$ cat config.mk
export PLATFORM = sky130hd
export DESIGN_NAME = usb_fs_in_arb_seq_flat
export DESIGN_NICKNAME = d
export VERILOG_FILES = /design/src/rtl/usb_fs_in_arb_seq_if.sv /design/src/rtl/usb_fs_in_arb_seq.sv /design/src/flat_wrapper.sv
export SDC_FILE = /design/constraint.sdc
export NUM_CORES = 1
export LEC_CHECK = 0
export ABC_AREA = 1
export BUFFER_PORTS_ARGS = -buffer_cell sky130_fd_sc_hd__buf_2
export CAP_MARGIN = 20
export CORE_ASPECT_RATIO = 1.1
export CORE_UTILIZATION = 53
export CTS_CLUSTER_DIAMETER = 40
export DETAILED_ROUTE_END_ITERATION = 12
export GPL_TIMING_DRIVEN = 0
export HOLD_SLACK_MARGIN = 0.08
export PLACE_DENSITY = 0.91
export SETUP_SLACK_MARGIN = 0.02
export SLEW_MARGIN = 10
export SYNTH_ARGS = -nofsm -noshare
export SYNTH_HDL_FRONTEND = slang
export SYNTH_SLANG_ARGS = --single-unit
$ cat constraint.sdc
create_clock -name i_clk -period 3.9 [get_ports i_clk]
set_clock_uncertainty 0.2 [all_clocks]
set_input_delay 0 -clock i_clk [delete_from_list [all_inputs] [get_ports i_clk]]
set_output_delay 0 -clock i_clk [all_outputs]
set_load 0.05 [all_outputs]
$ cat src/rtl/usb_fs_in_arb_seq_if.sv
// rtl/usb_fs_in_arb_seq_if.sv - IN-endpoint buffer arbitration bus between endpoints and IN protocol engine
interface usb_fs_in_arb_seq_if #(
  parameter int NUM_IN_EPS = 1
);
  localparam int IDX_W = (NUM_IN_EPS > 1) ? $clog2(NUM_IN_EPS) : 1;

  logic [NUM_IN_EPS-1:0]   in_ep_req;
  logic [NUM_IN_EPS-1:0]   in_ep_grant;
  logic [NUM_IN_EPS-1:0]   in_ep_data_put;
  logic [8*NUM_IN_EPS-1:0] in_ep_data;
  logic [NUM_IN_EPS-1:0]   in_ep_data_done;
  logic                    arb_in_ep_data_put;
  logic [7:0]              arb_in_ep_data;
  logic                    arb_in_ep_data_done;
  logic [IDX_W-1:0]        arb_grant_idx;
  logic                    arb_busy;

  modport master (
    output in_ep_req, in_ep_data_put, in_ep_data, in_ep_data_done,
    input  in_ep_grant, arb_in_ep_data_put, arb_in_ep_data, arb_in_ep_data_done,
    input  arb_grant_idx, arb_busy
  );

  modport slave (
    input  in_ep_req, in_ep_data_put, in_ep_data, in_ep_data_done,
    output in_ep_grant, arb_in_ep_data_put, arb_in_ep_data, arb_in_ep_data_done,
    output arb_grant_idx, arb_busy
  );
endinterface

$ cat src/rtl/usb_fs_in_arb_seq.sv
// rtl/usb_fs_in_arb_seq.sv - packet-locked IN buffer arbiter; USB_IN_ARB_ROUND_ROBIN_EN selects rotating priority
module usb_fs_in_arb_seq #(
  parameter int NUM_IN_EPS      = 1,
  parameter int MAX_HOLD_CYCLES = 255
) (
  input  logic                i_clk,
  input  logic                i_reset_n,
  usb_fs_in_arb_seq_if.slave  io_arb
);
  localparam int IDX_W  = (NUM_IN_EPS > 1) ? $clog2(NUM_IN_EPS) : 1;
  localparam int HOLD_W = (MAX_HOLD_CYCLES > 0) ? $clog2(MAX_HOLD_CYCLES + 1) : 1;
  localparam logic [HOLD_W-1:0] HOLD_MAX = HOLD_W'(MAX_HOLD_CYCLES);
  localparam logic [IDX_W-1:0]  IDX_LAST = IDX_W'(NUM_IN_EPS - 1);

  typedef enum logic [1:0] {
    ST_IDLE    = 2'd0,
    ST_GRANT   = 2'd1,
    ST_RELEASE = 2'd2
  } state_t;

  state_t                r_state;
  logic [NUM_IN_EPS-1:0] r_grant;
  logic [IDX_W-1:0]      r_idx;
  logic [IDX_W-1:0]      r_ptr;
  logic [HOLD_W-1:0]     r_hold;

  logic                  w_put;
  logic [7:0]            w_data;
  logic                  w_done;
  logic                  w_req;
  logic                  w_found;
  logic [IDX_W-1:0]      w_win_idx;
  logic                  w_timeout;
  logic                  w_release;

  // Grant is one-hot, so OR-ing over the granted bit is the gated mux.
  always_comb begin
    w_put  = 1'b0;
    w_data = 8'h00;
    w_done = 1'b0;
    w_req  = 1'b0;
    for (int i = 0; i < NUM_IN_EPS; i++) begin
      if (r_grant[i]) begin
        w_put  = io_arb.in_ep_data_put[i];
        w_data = io_arb.in_ep_data[8*i +: 8];
        w_done = io_arb.in_ep_data_done[i];
        w_req  = io_arb.in_ep_req[i];
      end
    end
  end

  always_comb begin
    w_found   = 1'b0;
    w_win_idx = '0;
    for (int k = 0; k < NUM_IN_EPS; k++) begin
      int j;
      j = (int'(r_ptr) + k) % NUM_IN_EPS;
      if (!w_found && io_arb.in_ep_req[j]) begin
        w_found   = 1'b1;
        w_win_idx = IDX_W'(j);
      end
    end
  end

  assign w_timeout = (MAX_HOLD_CYCLES != 0) && (r_hold == HOLD_MAX);
  assign w_release = !w_req || w_done || w_timeout;

  always_ff @(posedge i_clk) begin
    if (!i_reset_n) begin
      r_state <= ST_IDLE;
      r_grant <= '0;
      r_idx   <= '0;
      r_ptr   <= '0;
      r_hold  <= '0;
    end else begin
      case (r_state)
        ST_IDLE: begin
          if (w_found) begin
            r_state <= ST_GRANT;
            for (int i = 0; i < NUM_IN_EPS; i++) begin
              r_grant[i] <= (w_win_idx == IDX_W'(i));
            end
            r_idx  <= w_win_idx;
            r_hold <= '0;
          end
        end
        ST_GRANT: begin
          if (w_release) begin
            r_state <= ST_RELEASE;
            r_grant <= '0;
          end
          if (w_put) begin
            r_hold <= '0;
          end else if (r_hold != HOLD_MAX) begin
            r_hold <= r_hold + 1'b1;
          end
        end
        ST_RELEASE: begin
          r_state <= ST_IDLE;
`ifdef USB_IN_ARB_ROUND_ROBIN_EN
          r_ptr <= (r_idx == IDX_LAST) ? '0 : r_idx + 1'b1;
`else
          r_ptr <= '0;
`endif
        end
        default: begin
          r_state <= ST_IDLE;
          r_grant <= '0;
        end
      endcase
    end
  end

  assign io_arb.in_ep_grant         = r_grant;
  assign io_arb.arb_in_ep_data_put  = w_put;
  assign io_arb.arb_in_ep_data      = w_data;
  assign io_arb.arb_in_ep_data_done = w_done;
  assign io_arb.arb_grant_idx       = r_idx;
  assign io_arb.arb_busy            = (r_state != ST_IDLE);
endmodule

$ cat src/flat_wrapper.sv
// flat-port wrapper written by rule: the top's interface ports become plain ports
module usb_fs_in_arb_seq_flat 
#(
  parameter int NUM_IN_EPS      = 1,
  parameter int MAX_HOLD_CYCLES = 255
)
  (i_clk, i_reset_n, io_arb_in_ep_req, io_arb_in_ep_data_put, io_arb_in_ep_data, io_arb_in_ep_data_done, io_arb_in_ep_grant, io_arb_arb_in_ep_data_put, io_arb_arb_in_ep_data, io_arb_arb_in_ep_data_done, io_arb_arb_grant_idx, io_arb_arb_busy);
  usb_fs_in_arb_seq_if #(.NUM_IN_EPS(NUM_IN_EPS)) io_arb_i ();
  input  logic i_clk;
  input  logic i_reset_n;
  input wire logic [$bits(io_arb_i.in_ep_req)-1:0] io_arb_in_ep_req;
  input wire logic [$bits(io_arb_i.in_ep_data_put)-1:0] io_arb_in_ep_data_put;
  input wire logic [$bits(io_arb_i.in_ep_data)-1:0] io_arb_in_ep_data;
  input wire logic [$bits(io_arb_i.in_ep_data_done)-1:0] io_arb_in_ep_data_done;
  output wire logic [$bits(io_arb_i.in_ep_grant)-1:0] io_arb_in_ep_grant;
  output wire logic [$bits(io_arb_i.arb_in_ep_data_put)-1:0] io_arb_arb_in_ep_data_put;
  output wire logic [$bits(io_arb_i.arb_in_ep_data)-1:0] io_arb_arb_in_ep_data;
  output wire logic [$bits(io_arb_i.arb_in_ep_data_done)-1:0] io_arb_arb_in_ep_data_done;
  output wire logic [$bits(io_arb_i.arb_grant_idx)-1:0] io_arb_arb_grant_idx;
  output wire logic [$bits(io_arb_i.arb_busy)-1:0] io_arb_arb_busy;
  assign io_arb_i.in_ep_req = io_arb_in_ep_req;
  assign io_arb_i.in_ep_data_put = io_arb_in_ep_data_put;
  assign io_arb_i.in_ep_data = io_arb_in_ep_data;
  assign io_arb_i.in_ep_data_done = io_arb_in_ep_data_done;
  assign io_arb_in_ep_grant = io_arb_i.in_ep_grant;
  assign io_arb_arb_in_ep_data_put = io_arb_i.arb_in_ep_data_put;
  assign io_arb_arb_in_ep_data = io_arb_i.arb_in_ep_data;
  assign io_arb_arb_in_ep_data_done = io_arb_i.arb_in_ep_data_done;
  assign io_arb_arb_grant_idx = io_arb_i.arb_grant_idx;
  assign io_arb_arb_busy = io_arb_i.arb_busy;
  usb_fs_in_arb_seq #(.NUM_IN_EPS(NUM_IN_EPS), .MAX_HOLD_CYCLES(MAX_HOLD_CYCLES)) u_core (.i_clk(i_clk), .i_reset_n(i_reset_n), .io_arb(io_arb_i));
endmodule
==> results of run 1 <==
-- metal layers --
metal  part of all wire [%]  track usage [%]  wire (um)  vias to the layer above
met4                    1.5             7.59         29                        0
met2                     53             51.7       1040                       34
li1                       -                -          -                      445
met1                     39             23.3        759                      376
met5                      0                0          0                        -
met3                    6.2             9.42        120                        6
-- power groups by stage --
stage / Sequential (mW) / Combinational (mW) / Clock (mW)
after CTS: 0.123 / 0.0946 / 0.0829
after global routing: 0.123 / 0.102 / 0.0860
after detailed placement: 0.125 / 0.0912 / 0
after global placement: 0.125 / 0.0884 / 0
after floorplan: 0.127 / 0.0663 / 0
final: 0.123 / 0.0951 / 0.0835
-- path summary, 6_finish.rpt --
check	startpoint	endpoint	cells after the start	slack, ns
worst max register to register	u_core.r_hold[0]	u_core.r_hold[7]	8	2.32
worst max-delay path	u_core.io_arb.in_ep_grant	io_arb_arb_in_ep_data[6]	4	2.25
worst min register to register	u_core.r_hold[6]	u_core.r_hold[6]	2	0.28
worst min-delay path	io_arb_in_ep_data[4]	io_arb_arb_in_ep_data[4]	4	0.17
-- metrics by stage --
stage	std cells	setup slack [ns]
5_1_grt	174	2.16
4_1_cts	174	2.31
6_report	174	2.25
3_3_place_gp	166	2.40
2_1_floorplan	126	2.12
3_5_place_dp	166	2.35
-- worst register-to-register path, delay by kind of cell, from the launching register on --
| family | cells | cell delay [ns] |
|---|---|---|
| simple gates | 7 | 0.68 |
| flops | 1 | 0.39 |
| fa+ha+maj | 1 | 0.22 |
-- flip-flops by register name (all words and copies together) (netlist names) --
signal / flops
u_core.r_hold: 8
u_core.r_state: 2
u_core.io_arb.in_ep_grant: 1
-- kinds of logic after synthesis --
kind of cell	Yosys count	share of synthesized area, %
AND/OR/NAND/NOR	74	49.5
other	1	0.461
flip-flops	11	27.1
buffers and inverters	27	12.9
adder cells (fa/ha/maj)	1	1.54
AO/OA/AOI/OAI	12	8.46
-- Yosys cell counts (2+ instances only) --
cell,instances
nand3_1,11
nor2_8,2
nor2_4,2
inv_1,21
nor2_1,11
nand2_1,36
o21bai_1,2
nand2_4,4
o21ai_1,2
nor2_2,3
o21ai_0,2
a21oi_1,5
dfxtp_1,11
inv_2,4
-- cell type report --
| type | instances | area (um^2) | share of cell area, % |
|---|---|---|---|
| Buffer | 2 | 11.3 | 1.10 |
| Sequential cell | 11 | 220 | 21.6 |
| Multi-Input combinational cell | 88 | 488 | 47.8 |
| Tap cell | 16 | 20.0 | 1.96 |
| Timing Repair Buffer | 28 | 160 | 15.7 |
| Clock inverter | 1 | 5.00 | 0.490 |
| Clock buffer | 3 | 22.5 | 2.21 |
| Inverter | 25 | 93.8 | 9.19 |
==> impl_metrics.tcl, run 1 <==
set metrics [dict create \
    synth.avg_cell_area_um2 6.45 \
    tns_ns 0 \
    ioPinCount 26 \
    route.detailed.drc 0 \
    final.fill_count 120 \
    clk_transition_reported_paths_ns 0.08 \
    slowest_delay_ns 0.39 \
    ys_async_sr_fraction_pct 0 \
    combPwrFrac_pct 31.5 \
    track_usage_pct 26.4 \
    dp_hpwl_um 1410 \
    hold_viol_final 0 \
    grt_max_degree 11 \
    cts_buffer_depth 2 \
    finalSetupViolCount 0 \
    first_pass_iters 4 \
    drive_gt1_share_pct 30.4 \
    placement.cell_area_um2 953 \
    seqPwrFrac_pct 40.7 \
    h-tree-depth 1 \
    run_status "finished clean" \
    crit_type "reg -> out" \
    synth_top_area_share_pct 27.1 \
    cts_buffers 3 \
    p_total_mw 0.301 \
    synth.distinct_cells 24 \
    final_net_count 173 \
    endpoint_kind "output port" \
    cp.buffers_inverters 3 \
    die_x_um 39.4 \
    synthTopCellsByArea "dfxtp_1 27%, nand2_1 17%, inv_1 9.7%" \
    yosys.area.top_type "dfxtp_1" \
    drv_cap 0 \
    portBuffers 24 \
    ys_warn_count 0 \
    final_core_util_pct 72.9 \
    netlist_area_um2 813 \
    finalCritPeriodShare_pct 42.3 \
    clock-sinks 11 \
    netlist_instances 126 \
    cp.arrival_ns 1.45 \
    switchingPower_mw 0.117 \
    rsz0062_at_grt "no" \
    antenna_cells 0 \
    ys_seq_area_share_pct 27.1 \
    grt_pass1_wl_um 3100 \
    die-area_um2 1700 \
    layout_common_cells "36 x nand2_1, 24 x buf_2, 21 x inv_1" \
    vdd_ir_drop_max_mv 0.217 \
    cts_hold_buf 4 \
    finalWeightedCongestion 0.809 \
    worst_path_max_delay_cell "dfxtp_1" \
    fmaxAchievable_mhz 607 \
    syn_nets 140 \
    ys_ff_latch 11 \
    cp_data_required_time_ns 3.70 \
    die_h_um 43.1 \
    viasPerCell 4.95 \
    startpoint_type "flop" \
    final_common_cell "nand2_1" \
    p_leak_nw 0.595 \
    wire_per_inst_um 11.2 \
    crit_family "buffers and inverters" \
    area_growth_pct 25.5 \
    cts-root-buf "clkbuf_4" \
    crit_chain "clkbuf_1 > nand2_1 > inv_1 > buf_2" \
    antenna_found_initial 0 \
    post_cts_buffers 0 \
    vias 861 \
    post-route-cell-area_um2 1020 \
    drtAntennaViolNets 0 \
    routed_wl_um 1950 \
    fin_hold_ws_ns 0.175 \
    clock_latency_ns 0.28 \
    grt_overflow_total 0 \
    critPathMaxFanout 10 \
    grt_pass1_vias 818 \
    switching_share_pct 39.0 \
    core-area_um2 1400 \
    drt_iter0_markers 18 \
    cts_tree "yes" \
    min_period_ns 1.65 \
    clkPwrFrac_pct 27.7 \
    start_util_pct 58.0 \
    hold_path_class "in -> out" \
    ys.flop_type "dfxtp_1" \
    cts.repair.resized 0 \
    synth-edff-count 0 \
    internal_power_mw 0.184 \
    powerDensity_nw_per_um2 295 \
    rows 14 \
    timing.final.max_slew_violations 0 \
]
Note: power is estimated with default switching activity, not from simulation.
==> run 2, diff against run 1 <==
- ABC_AREA: 1 -> 0
- CORE_ASPECT_RATIO: 1.1 -> default
- CORE_UTILIZATION: 53 -> 45
- PLACE_DENSITY: 0.91 -> 0.83
- clock period: 3.9 -> 1.6 ns (I/O delays scaled with it)
==> run 2 against run 1 <==
  * The run now ends with negative setup slack left
  * Cell count shrank 24%
  * First-iteration DRC count grew to 3.1 times the previous value
  * Power increased by 130%
  * Critical path type is now reg -> reg
  * Largest cell class unchanged
  * Highest routed layer unchanged
==> impl_metrics.tcl, run 2 <==
set metrics [dict create \
    run_status "finished with violations" \
    failed_checks "negative setup slack" \
    drive_gt1_share_pct 43.6 \
    synthTopCellsByArea "dfxtp_1 35%, and2_1 8.9%, nand2_1 6.5%" \
    seqPwrFrac_pct 42.3 \
    viasPerCell 5.97 \
    min_period_ns 1.64 \
    synth.avg_cell_area_um2 7.66 \
    clock-sinks 11 \
    ys_warn_count 0 \
    first_pass_iters 4 \
    combPwrFrac_pct 28.3 \
    holdPathStages 5 \
    post-route-cell-area_um2 922 \
    route.detailed.drc 0 \
    p_total_mw 0.684 \
    final_common_cell "buf_2" \
    finalSetupViolCount 3 \
    clock_latency_ns 0.28 \
    cp.arrival_ns 1.65 \
    cts_hold_buf 3 \
    layout_common_cells "23 x buf_2, 11 x nand2_1, 9 x and2_1" \
    h-tree-depth 1 \
    vias 788 \
    area_growth_pct 45.1 \
    timing.final.max_slew_violations 0 \
    drv_cap 0 \
    core-area_um2 1300 \
    crit_type "reg -> reg" \
    fmaxAchievable_mhz 610 \
    ys_seq_area_share_pct 34.6 \
    drtAntennaViolNets 0 \
    grt_pass1_vias 614 \
    fin_hold_ws_ns 0.00778 \
    r2r_cells 4 \
    hold_path_class "in -> reg" \
    ioPinCount 26 \
    synth_top_area_share_pct 34.6 \
    p_leak_nw 0.376 \
    vdd_ir_drop_max_mv 0.692 \
    ys_ff_latch 11 \
    endpoint_kind "flop" \
    top_register "u_core.r_hold" \
    die_x_um 39.6 \
    switchingPower_mw 0.242 \
    portBuffers 24 \
    dp_hpwl_um 1200 \
    final_net_count 132 \
    die_h_um 39.6 \
    netlist_instances 83 \
    start_util_pct 48.8 \
    cts_tree "yes" \
    powerDensity_nw_per_um2 742 \
    grt_pass1_wl_um 2630 \
    cts_buffer_depth 2 \
    antenna_cells 0 \
    rows 13 \
    drt_iter0_markers 56 \
    antenna_found_initial 0 \
    cts-root-buf "clkbuf_4" \
    largest_register_ffs 8 \
    dpl.cell_count 122 \
    ys.flop_type "dfxtp_1" \
    ys_async_sr_fraction_pct 0 \
    grt_max_degree 11 \
    die-area_um2 1570 \
    wire_per_inst_um 14.9 \
    synth-edff-count 0 \
    rsz0062_at_grt "yes" \
    internal_power_mw 0.442 \
    clk_transition_reported_paths_ns 0.08 \
    yosys.area.top_type "dfxtp_1" \
    syn_nets 97 \
    grt_overflow_total 0 \
    finalCritPeriodShare_pct 102 \
    routed_wl_um 1960 \
    hold_viol_final 0 \
    clkPwrFrac_pct 29.4 \
    placement.cell_area_um2 785 \
    cts_buffers 3 \
    critPathMaxFanout 4 \
    finalWeightedCongestion 0.724 \
    layoutNonFillerInstCount 132 \
    synth.distinct_cells 31 \
    netlist_area_um2 636 \
    switching_share_pct 35.4 \
    tns_ns -0.0826 \
    cp_data_required_time_ns 1.61 \
    fin_ws_ns -0.0382 \
    track_usage_pct 26.2 \
    startpoint_type "flop" \
    synth_commonest_cells "11 x dfxtp_1, 11 x nand2_1, 9 x and2_1" \
]
-- run 2: cell count changes after synthesis, moves of 3 or more --
cell      previous run  this run
o211ai_1             0         3
inv_1               21         3
nand2_4              4         0
a31oi_1              0         4
inv_2                4         0
and2_1               0         9
nand3_1             11         4
nor2_1              11         5
nand2_1             36        11
nor2_2               3         0
-- run 2: cells by family (layout without fill, tap and decap cells) --
logic type / count (synthesis) / after routing / synth area share, %
AOI/OAI and AO/OA: 22 / 22 / 21.8
DFF: 11 / 11 / 34.6
other: 1 / 1 / 0.590
and+or+nand+nor: 43 / 43 / 37.4
buffers and inverters: 5 / 39 / 3.54
adders and majority gates: 1 / 1 / 1.97
-- run 2: final cells by class --
class | instances | area [um^2]
Multi-Input combinational cell | 67 | 444
Fill cell | 91 | 379
Sequential cell | 11 | 234
Timing Repair Buffer | 30 | 175
Clock buffer | 4 | 26.3
Tap cell | 15 | 18.8
Buffer | 2 | 12.5
Inverter | 3 | 11.3
-- run 2: per-stage QoR --
stage               setup slack, ns  utilization (%)
detailed placement           -0.215             60.3
global route                -0.0971             70.9
CTS                         -0.0512             69.4
floorplan                    -0.138                -
global placement             -0.175             60.3
finish                      -0.0382             70.9
-- run 2: power groups by stage --
| stage | Sequential, mW | Clock [mW] | Combinational (mW) |
|---|---|---|---|
| 2_1_floorplan | 0.301 | 0 | 0.115 |
| 3_3_place_gp | 0.295 | 0 | 0.162 |
| 3_5_place_dp | 0.295 | 0 | 0.166 |
| 4_1_cts | 0.289 | 0.191 | 0.180 |
| 5_1_grt | 0.290 | 0.206 | 0.202 |
| 6_report | 0.290 | 0.201 | 0.194 |
-- run 2: critical path, stage by stage (launching register included) --
cell	delay [ns]
dfxtp_2	0.33
nand2b_4	0.14
or2_4	0.26
or4_1	0.46
a31oi_1	0.17
-- run 2: what timing repair did --
action                                  CTS  global route
buffers inserted                          2             1
endpoints found under the setup margin   10             9
pin swaps                                 4             2
hold endpoints to repair                 11             5
gates resized for setup                  16             3
-- run 2: metal layers --
layer	wire (um)	track usage, %	vias up
met5	0	0	-
met2	976	45.9	49
met1	746	28.9	361
met4	57	7.76	0
li1	-	-	367
met3	180	9.66	11
-- run 2: path summary, 6_finish.rpt --
check                              from  slack (ns)           endpoint
setup / recovery      u_core.r_state[1]       -0.04   u_core.r_hold[7]
hold reg to reg       u_core.r_state[0]        0.32  u_core.r_state[1]
setup reg to reg      u_core.r_state[1]       -0.04   u_core.r_hold[7]
hold / removal    io_arb_in_ep_data_put       0.008   u_core.r_hold[2]
